`config.mk`:
```
export PLATFORM = sky130hd
export DESIGN_NAME = pe_id_scan_loader
export DESIGN_NICKNAME = d
export VERILOG_FILES = /design/src/rtl/pe_id_scan_loader.sv
export SDC_FILE = /design/constraint.sdc
export NUM_CORES = 2
export LEC_CHECK = 0
export BUFFER_PORTS_ARGS = -buffer_cell sky130_fd_sc_hd__buf_2
export CAP_MARGIN = 0
export CORE_MARGIN = 1.5
export CORE_UTILIZATION = 40
export CTS_CLUSTER_DIAMETER = 50
export CTS_CLUSTER_SIZE = 40
export DETAILED_ROUTE_END_ITERATION = 12
export PLACE_DENSITY_LB_ADDON = 0.15
export REMOVE_ABC_BUFFERS = 1
export SYNTH_ARGS = -nofsm -noshare
export SYNTH_HDL_FRONTEND = slang
export SYNTH_SLANG_ARGS = --single-unit
```
`constraint.sdc`:
```
create_clock -name clk -period 2.8 [get_ports clk]
set_clock_uncertainty 0.1 [all_clocks]
set_input_delay 0.28 -clock clk [delete_from_list [all_inputs] [get_ports clk]]
set_output_delay 0.28 -clock clk [all_outputs]
set_load 0.02 [all_outputs]
```
`src/rtl/pe_id_scan_loader.sv`:
```
// ID table plus scan sequencer. It loads per-PE X IDs, per-row Y IDs and the
// LN setting into the PE array, then raises a one-cycle done.
module pe_id_scan_loader #(
  parameter int NUMS_PE_ROW = 6,
  parameter int NUMS_PE_COL = 8,
  parameter int XID_BITS    = 5,
  parameter int YID_BITS    = 5
) (
  input  logic                   clk,
  input  logic                   rst,
  input  logic                   ctrl_ID_wen,
  input  logic [2:0]             ctrl_ID_wsel,
  input  logic [5:0]             ctrl_ID_widx,
  input  logic [4:0]             ctrl_ID_wdata,
  input  logic [NUMS_PE_ROW-2:0] LN_config,
  input  logic                   start,
  output logic                   busy,
  output logic                   done,
  output logic                   set_XID,
  output logic [XID_BITS-1:0]    ifmap_XID_scan_in,
  output logic [XID_BITS-1:0]    filter_XID_scan_in,
  output logic [XID_BITS-1:0]    ipsum_XID_scan_in,
  output logic [XID_BITS-1:0]    opsum_XID_scan_in,
  output logic                   set_YID,
  output logic [YID_BITS-1:0]    ifmap_YID_scan_in,
  output logic [YID_BITS-1:0]    filter_YID_scan_in,
  output logic [YID_BITS-1:0]    ipsum_YID_scan_in,
  output logic [YID_BITS-1:0]    opsum_YID_scan_in,
  output logic                   set_LN,
  output logic [NUMS_PE_ROW-2:0] LN_config_in
);

  localparam int NX     = NUMS_PE_ROW * NUMS_PE_COL;
  localparam int XIDX_W = (NX > 1) ? $clog2(NX) : 1;
  localparam int YIDX_W = (NUMS_PE_ROW > 1) ? $clog2(NUMS_PE_ROW) : 1;
  localparam int CNT_W  = XIDX_W;

  localparam logic [CNT_W-1:0] X_LAST = CNT_W'(NX - 1);
  localparam logic [CNT_W-1:0] Y_LAST = CNT_W'(NUMS_PE_ROW - 1);

  typedef enum logic [2:0] {
    S_IDLE,
    S_XID,
    S_YID,
    S_LN,
    S_DONE
  } state_t;

  state_t                 state_q;
  logic [CNT_W-1:0]       count_q;
  logic [CNT_W-1:0]       cntDec;
  logic [NUMS_PE_ROW-2:0] lnCap_q;

  logic [XID_BITS-1:0] xidTable_q [4][NX];
  logic [XID_BITS-1:0] xidTable_d [4][NX];
  logic [YID_BITS-1:0] yidTable_q [4][NUMS_PE_ROW];
  logic [YID_BITS-1:0] yidTable_d [4][NUMS_PE_ROW];

  logic                   busy_q;
  logic                   done_q;
  logic                   setXid_q;
  logic                   setYid_q;
  logic                   setLn_q;
  logic [XID_BITS-1:0]    xidOut_q [4];
  logic [YID_BITS-1:0]    yidOut_q [4];
  logic [NUMS_PE_ROW-2:0] lnOut_q;

  logic              wrOpen;
  logic              wrX;
  logic              wrY;
  logic [1:0]        wrTag;
  logic [XIDX_W-1:0] wrXIdx;
  logic [YIDX_W-1:0] wrYIdx;

  assign wrOpen = ctrl_ID_wen && (state_q == S_IDLE);
  assign wrX    = wrOpen && !ctrl_ID_wsel[2] && (int'(ctrl_ID_widx) < NX);
  assign wrY    = wrOpen &&  ctrl_ID_wsel[2] && (int'(ctrl_ID_widx) < NUMS_PE_ROW);
  assign wrTag  = ctrl_ID_wsel[1:0];
  assign wrXIdx = ctrl_ID_widx[XIDX_W-1:0];
  assign wrYIdx = ctrl_ID_widx[YIDX_W-1:0];
  assign cntDec = count_q - 1'b1;

  // The start cycle reads the _d view so a write in that same cycle is shifted out.
  always_comb begin
    xidTable_d = xidTable_q;
    yidTable_d = yidTable_q;
    if (wrX) begin
      xidTable_d[wrTag][wrXIdx] = ctrl_ID_wdata[XID_BITS-1:0];
    end
    if (wrY) begin
      yidTable_d[wrTag][wrYIdx] = ctrl_ID_wdata[YID_BITS-1:0];
    end
  end

  always_ff @(posedge clk) begin
    if (rst) begin
      xidTable_q <= '{default: '0};
      yidTable_q <= '{default: '0};
    end else begin
      xidTable_q <= xidTable_d;
      yidTable_q <= yidTable_d;
    end
  end

  // Strobes and data default to zero each cycle, so scan buses idle at 0.
  always_ff @(posedge clk) begin
    if (rst) begin
      state_q  <= S_IDLE;
      count_q  <= '0;
      lnCap_q  <= '0;
      busy_q   <= 1'b0;
      done_q   <= 1'b0;
      setXid_q <= 1'b0;
      setYid_q <= 1'b0;
      setLn_q  <= 1'b0;
      xidOut_q <= '{default: '0};
      yidOut_q <= '{default: '0};
      lnOut_q  <= '0;
    end else begin
      done_q   <= 1'b0;
      setXid_q <= 1'b0;
      setYid_q <= 1'b0;
      setLn_q  <= 1'b0;
      xidOut_q <= '{default: '0};
      yidOut_q <= '{default: '0};
      lnOut_q  <= '0;
      case (state_q)
        S_IDLE: begin
          if (start) begin
            state_q  <= S_XID;
            count_q  <= X_LAST;
            lnCap_q  <= LN_config;
            busy_q   <= 1'b1;
            setXid_q <= 1'b1;
            for (int t = 0; t < 4; t++) begin
              xidOut_q[t] <= xidTable_d[t][X_LAST];
            end
          end
        end
        S_XID: begin
          if (count_q == '0) begin
            state_q  <= S_YID;
            count_q  <= Y_LAST;
            setYid_q <= 1'b1;
            for (int t = 0; t < 4; t++) begin
              yidOut_q[t] <= yidTable_q[t][Y_LAST[YIDX_W-1:0]];
            end
          end else begin
            count_q  <= cntDec;
            setXid_q <= 1'b1;
            for (int t = 0; t < 4; t++) begin
              xidOut_q[t] <= xidTable_q[t][cntDec];
            end
          end
        end
        S_YID: begin
          if (count_q == '0) begin
            state_q <= S_LN;
            setLn_q <= 1'b1;
            lnOut_q <= lnCap_q;
          end else begin
            count_q  <= cntDec;
            setYid_q <= 1'b1;
            for (int t = 0; t < 4; t++) begin
              yidOut_q[t] <= yidTable_q[t][cntDec[YIDX_W-1:0]];
            end
          end
        end
        S_LN: begin
          state_q <= S_DONE;
          done_q  <= 1'b1;
        end
        S_DONE: begin
          state_q <= S_IDLE;
          busy_q  <= 1'b0;
        end
        default: begin
          state_q <= S_IDLE;
          busy_q  <= 1'b0;
        end
      endcase
    end
  end

  assign busy               = busy_q;
  assign done               = done_q;
  assign set_XID            = setXid_q;
  assign set_YID            = setYid_q;
  assign set_LN             = setLn_q;
  assign ifmap_XID_scan_in  = xidOut_q[0];
  assign filter_XID_scan_in = xidOut_q[1];
  assign ipsum_XID_scan_in  = xidOut_q[2];
  assign opsum_XID_scan_in  = xidOut_q[3];
  assign ifmap_YID_scan_in  = yidOut_q[0];
  assign filter_YID_scan_in = yidOut_q[1];
  assign ipsum_YID_scan_in  = yidOut_q[2];
  assign opsum_YID_scan_in  = yidOut_q[3];
  assign LN_config_in       = lnOut_q;

endmodule
```
### Word level (Yosys, flattened, before mapping)

Cells that the tools add are included.

* $add $sub $neg: 1
* order comparisons: 10
* equality and inequality tests: 7
* muxes and demuxes: 57
* bitwise gates (word level): 8
* reduce and logical (&&, ||, !) cells: 19

Operators with widths (count)
* 960-bit bitwise mux: 1
* 725-bit two-way mux: 1
* 240-bit demux with 2-bit select: 1
* 240-bit two-way mux: 1
* 5-bit binary-select mux with 6-bit select: 4
* 120-bit bitwise mux: 1
* 5-bit two-way mux: 18
* 20-bit two-way mux: 4
* 20-bit case mux with 2 select lines: 2
* 5-bit binary-select mux with 3-bit select: 4
* 30-bit demux with 2-bit select: 1
* 5-bit demux with 6-bit select: 1
* 30-bit two-way mux: 1
* 6-bit two-way mux: 3
* 6-bit case mux with 3 select lines: 1
* 5-bit demux with 3-bit select: 1
* 7-bit >= comparator (second input constant): 2
* 6-bit NOT with 7-bit output: 2
* 3-bit case mux with 4 select lines: 1
* 3-bit two-way mux: 3
* 4-bit >= comparator (second input constant): 2
* 1-bit logical AND: 8
* 2-bit inequality test (second input constant): 4
* 3-bit NOT with 4-bit output: 2
* 21 further kinds: 33

* flip-flop bits (word level): 1144
* input bits: 23
* output and inout port bits: 50
* logic and storage cells: 335

### Longest topological paths before layout

* depth in word-level cells: 11
* depth in mapped cells: 14
* depth with buffers taken out: 7

### Least setup slack after synthesis

Ideal clock, no wire load.

* path type: register -> register
* start: reg count_q[0]
* end: reg xidOut_q, in the netlist ifmap_XID_scan_in[3]
* library setup time: 0.141 ns
* arrival: 2.695 ns
* data required time: 2.559 ns
* path slack: -0.137 ns
* cell stages (with the launch flop): 15
* buffers on the path: 7
* clock period less this slack: 2.937 ns
* path through: dfxtp_1 -> buf_2 -> buf_2 -> buf_4 -> inv_1 -> ha_1 -> buf_4 -> buf_4 -> buf_2 -> buf_1 -> mux4_2 -> mux2i_1 -> o21ai_0 -> nand4_1 -> o221ai_1

* longest elaborated chain between the ends: 7
* elaborated cells on any way between the ends: 8
* classes of those cells: add/sub: 1; mux: 5; bitwise: 1; reduce/logical: 1

Ends and longest elaborated chain
* start: declaration: RTL line 50 `logic [CNT_W-1:0] count_q;`
* start signal: assignment: RTL line 149 `count_q <= cntDec;`
* start signal: assignment: RTL line 162 `count_q <= cntDec;`
* 6-bit by 1-bit subtractor with 6-bit output: RTL line 81 `assign cntDec = count_q - 1'b1;`
* 6-bit NOT with 7-bit output (not written as such): RTL line 152 `xidOut_q[t] <= xidTable_q[t][cntDec];`
* 5-bit binary-select mux with 6-bit select: RTL line 152
* 5-bit two-way mux (not written as such) (2 in a row): RTL line 152
* 20-bit two-way mux (*): RTL line 141 `if (count_q == '0) begin`
* 20-bit case mux with 2 select lines (*): RTL line 127 `case (state_q)`
* end signal: indexed assignment: RTL line 136 `xidOut_q[t] <= xidTable_d[t][X_LAST];`
* end signal: indexed assignment: RTL line 152
* end: declaration: RTL line 64 `logic [XID_BITS-1:0] xidOut_q [4];`

Every way passes the cells marked *; elsewhere a longest branch is shown, timed or not. The select of a mux whose other input is x is not followed.
A chain may end at the register's enable or synchronous reset.

### Worst setup path in the final report

* start: reg count_q[0]
* end: reg xidOut_q, in the netlist ifmap_XID_scan_in[2]

Same word-level chain as after synthesis.

==> flow_metrics.env <==
export IMPL_outcome="finished, final reports clean"
export IMPL_ys_ff_latch=1144
export IMPL_async_flop_share_pct=0
export IMPL_drtPass1Iterations=6
export IMPL_clockRootBuffer="clkbuf_16"
export IMPL_ctsHtreeMaxLevel=4
export IMPL_fp_row_count=130
export IMPL_ff2ff_setup_slack_ps=10
export IMPL_path_class="reg -> reg"
export IMPL_drcViolationCount=0
export IMPL_wl_um=175000
export IMPL_cp_slowest_stage_delay_ps=810
export IMPL_cts_buffers=137
export IMPL_boundaryPins=73
export IMPL_antenna_found_initial=10
export IMPL_crit_chain="inv_1 -> ha_4 -> buf_4 -> xor2_1 -> a31o_2 -> a2111oi_1 -> nand4_1 -> o221ai_1"
export IMPL_power_density_nw_per_um2=693
export IMPL_synth_avg_cell_area_um2=8.38
export IMPL_ys_warn_count=0
export IMPL_fmax_ghz=0.358
export IMPL_core_area_um2=126000
export IMPL_grt_overflow=0
export IMPL_vias_per_cell=5.81
export IMPL_grt_pass1_wl_um=266000
export IMPL_synth_edf_count=0
export IMPL_synthToLayoutAreaGrowth_pct=16.3
export IMPL_clkTransAtPathRegs_ps=60
export IMPL_synth_cell_type_count=69
export IMPL_clock_path_buffers=3
export IMPL_place_congestion=0.911
export IMPL_clock_latency_ps=780
export IMPL_arrival_ps=3390
export IMPL_placedCellCount=7498
export IMPL_cts_tree="yes"
export IMPL_synthTopCellsByCount="1,403 x nand2_1, 1,144 x dfxtp_1, 996 x a21oi_1"
export IMPL_die_h_um=360
export IMPL_die_w_um=360
export IMPL_r2r_start="count_q[0]"
export IMPL_hold_viol_final=0
export IMPL_path_max_fanout=11
export IMPL_instances_no_fill=7771
export IMPL_final_nets=6035
export IMPL_post_route_period_util_pct=99.7
export IMPL_start_util_pct=40.5
export IMPL_drive_gt1_share_pct=14.6
export IMPL_min_from="ctrl_ID_widx[1]"
export IMPL_grt_max_degree=198
export IMPL_grt_usage_pct=26.3
export IMPL_clock_sinks=1144
export IMPL_critical_path_top_delay_family="compound AO/OA/AOI/OAI gates"
export IMPL_cp_start_kind="flip-flop"
export IMPL_dpl_hpwl_um=112000
export IMPL_synth_most_common_cell="nand2_1"
export IMPL_drt_wirelength_per_cell_um=22.5
export IMPL_min_period_ps=2790
export IMPL_buffer_ports_inserted=72
export IMPL_tightestPinTransition_ps=1170
export IMPL_worstSetupStartpoint="count_q[0]"
export IMPL_hold_worst_slack_ps=99.7
export IMPL_slew_headroom_pct=21.9
export IMPL_routed_via_count=45200
export IMPL_min_path_type="in -> reg"
export IMPL_endpoint_kind="flip-flop"
export IMPL_drv_slew=0
export IMPL_critical_path_buf_inv_count=2
export IMPL_ys_top_cells_by_area="dfxtp_1 45%, nand2_1 10%, a21oi_1 9.8%"
export IMPL_synthesis_area_um2=51000
export IMPL_peakVddDrop_mv=0.500
export IMPL_synth_top_area_cell="dfxtp_1"
export IMPL_cpMaxStageDelayCell="a2111oi_1"
export IMPL_critPathRequiredTime_ps=3400
export IMPL_finalSetupViolations=0
export IMPL_netlist_instances=6086
export IMPL_leakagePower_nw=19.4
export IMPL_drtAntennaViolNets=0
export IMPL_grt_pass1_vias=42200
export IMPL_drt_initial_drc_count=5029
export IMPL_yosysSeqAreaShare_pct=44.9
export IMPL_dieArea_um2=130000
export IMPL_ys_flop_type="dfxtp_1"
export IMPL_drv_cap=0
export IMPL_rsz0062_at_grt="yes"
export IMPL_synth_top_area_share_pct=44.9
[cells in the final DEF, fill, tap and decap left out, types with 22 or more instances in the layout]
cell type / n
nand3_1: 371
mux2i_1: 249
nand2_1: 1403
buf_12: 64
mux4_2: 221
a22oi_1: 59
dfxtp_1: 1143
a21oi_1: 996
buf_4: 203
o21ai_0: 473
buf_2: 66
and2_1: 27
clkbuf_16: 143
o22ai_1: 23
nand4_1: 22
nor2_2: 23
nor2_1: 292
[sequential cells by signal, indices dropped and copies added, names as in the netlist]
| name | count |
|---|---|
| opsum_YID_scan_in | 5 |
| filter_YID_scan_in | 5 |
| LN_config_in | 5 |
| state_q | 3 |
| opsum_XID_scan_in | 5 |
| set_XID | 1 |
| count_q | 6 |
| set_LN | 1 |
| set_YID | 1 |
| ifmap_YID_scan_in | 5 |
| ipsum_XID_scan_in | 5 |
| filter_XID_scan_in | 5 |
| ipsum_YID_scan_in | 5 |
| yidTable_q | 120 |
| ifmap_XID_scan_in | 5 |
| busy | 1 |
| lnCap_q | 5 |
| done | 1 |
| xidTable_q | 960 |
[where the power goes]
part,internal [mW],switching [mW]
clock network,10.9,7.71
registers,16.3,0.0690
logic,2.20,3.86
total,29.5,11.6
[worst reg2reg max path: cells and delay by family, from the launching register on]
family | cells | cell delay [ps]
AOI/OAI and AO/OA | 3 | 1330
xor gates and xnor gates | 1 | 160
adders and majority gates | 1 | 200
buffers and inverters | 2 | 250
DFF | 1 | 380
and+or+nand+nor | 1 | 320
[cell families (layout without fill, tap and decap cells)]
family	Yosys count	in the layout	synth area share (%)
multiplexers	474	474	14.7
flip-flops	1144	1144	44.9
other	0	4	0
AO/OA/AOI/OAI	1654	1654	17.3
AND/OR/NAND/NOR	2221	2221	18.3
adder cells (fa/ha/maj)	1	1	0.0245
buffers and inverters	589	620	4.70
XOR/XNOR	3	3	0.0662
[per-layer routing]
metal  part of all wire [%]  global-route usage [%]  wire length [µm]  vias to the layer above
li1                       -                       -                 -                    21200
met1                     45                    37.1             79000                    22200
met2                     45                    40.5             78500                     1548
met3                    7.3                    4.91             12800                      273
met4                    2.8                    8.45              4830                        6
met5                  0.021                       0                36                        -
[layout make-up]
type | instances | area, µm²
sequential | 1144 | 22900
timing repair buffer | 369 | 3560
clock buffer | 161 | 3730
antenna | 4 | 10.0
multi-input combinational | 4353 | 26000
tap | 1650 | 2060
inverter | 6 | 22.5
fill | 12000 | 66700
clock inverter | 84 | 986
[path summary, 6_finish.rpt]
kind,to,cells past startpoint
min reg2reg,LN_config_in[1],1
min,xidTable_q[141],4
max,ifmap_XID_scan_in[2],8
max reg2reg,ifmap_XID_scan_in[2],8
[stage by stage]
stage                     instance area [µm²]  setup WS (ps)  setup TNS, ps  power [mW]  util [%]
final                                   59300           9.66              0        41.1      47.1
after global routing                    59300          -29.9          -43.2        42.4      47.1
after CTS                               59200           8.32              0        41.3      46.9
after detailed placement                54200           -238          -1510        22.6      43.0
after global placement                  54200           -214           -879        22.6      43.0
after floorplan                         48700         -17270       -1605070        19.9         -
[what timing repair did]
item                                    CTS  global route
hold buffers                             19             0
hold endpoints to repair                325             0
pin swaps                                 5             7
resized for setup                        28            22
buffers inserted                          0             5
endpoints found under the setup margin   18            23
No activity file was read; power rests on OpenSTA's default activity.
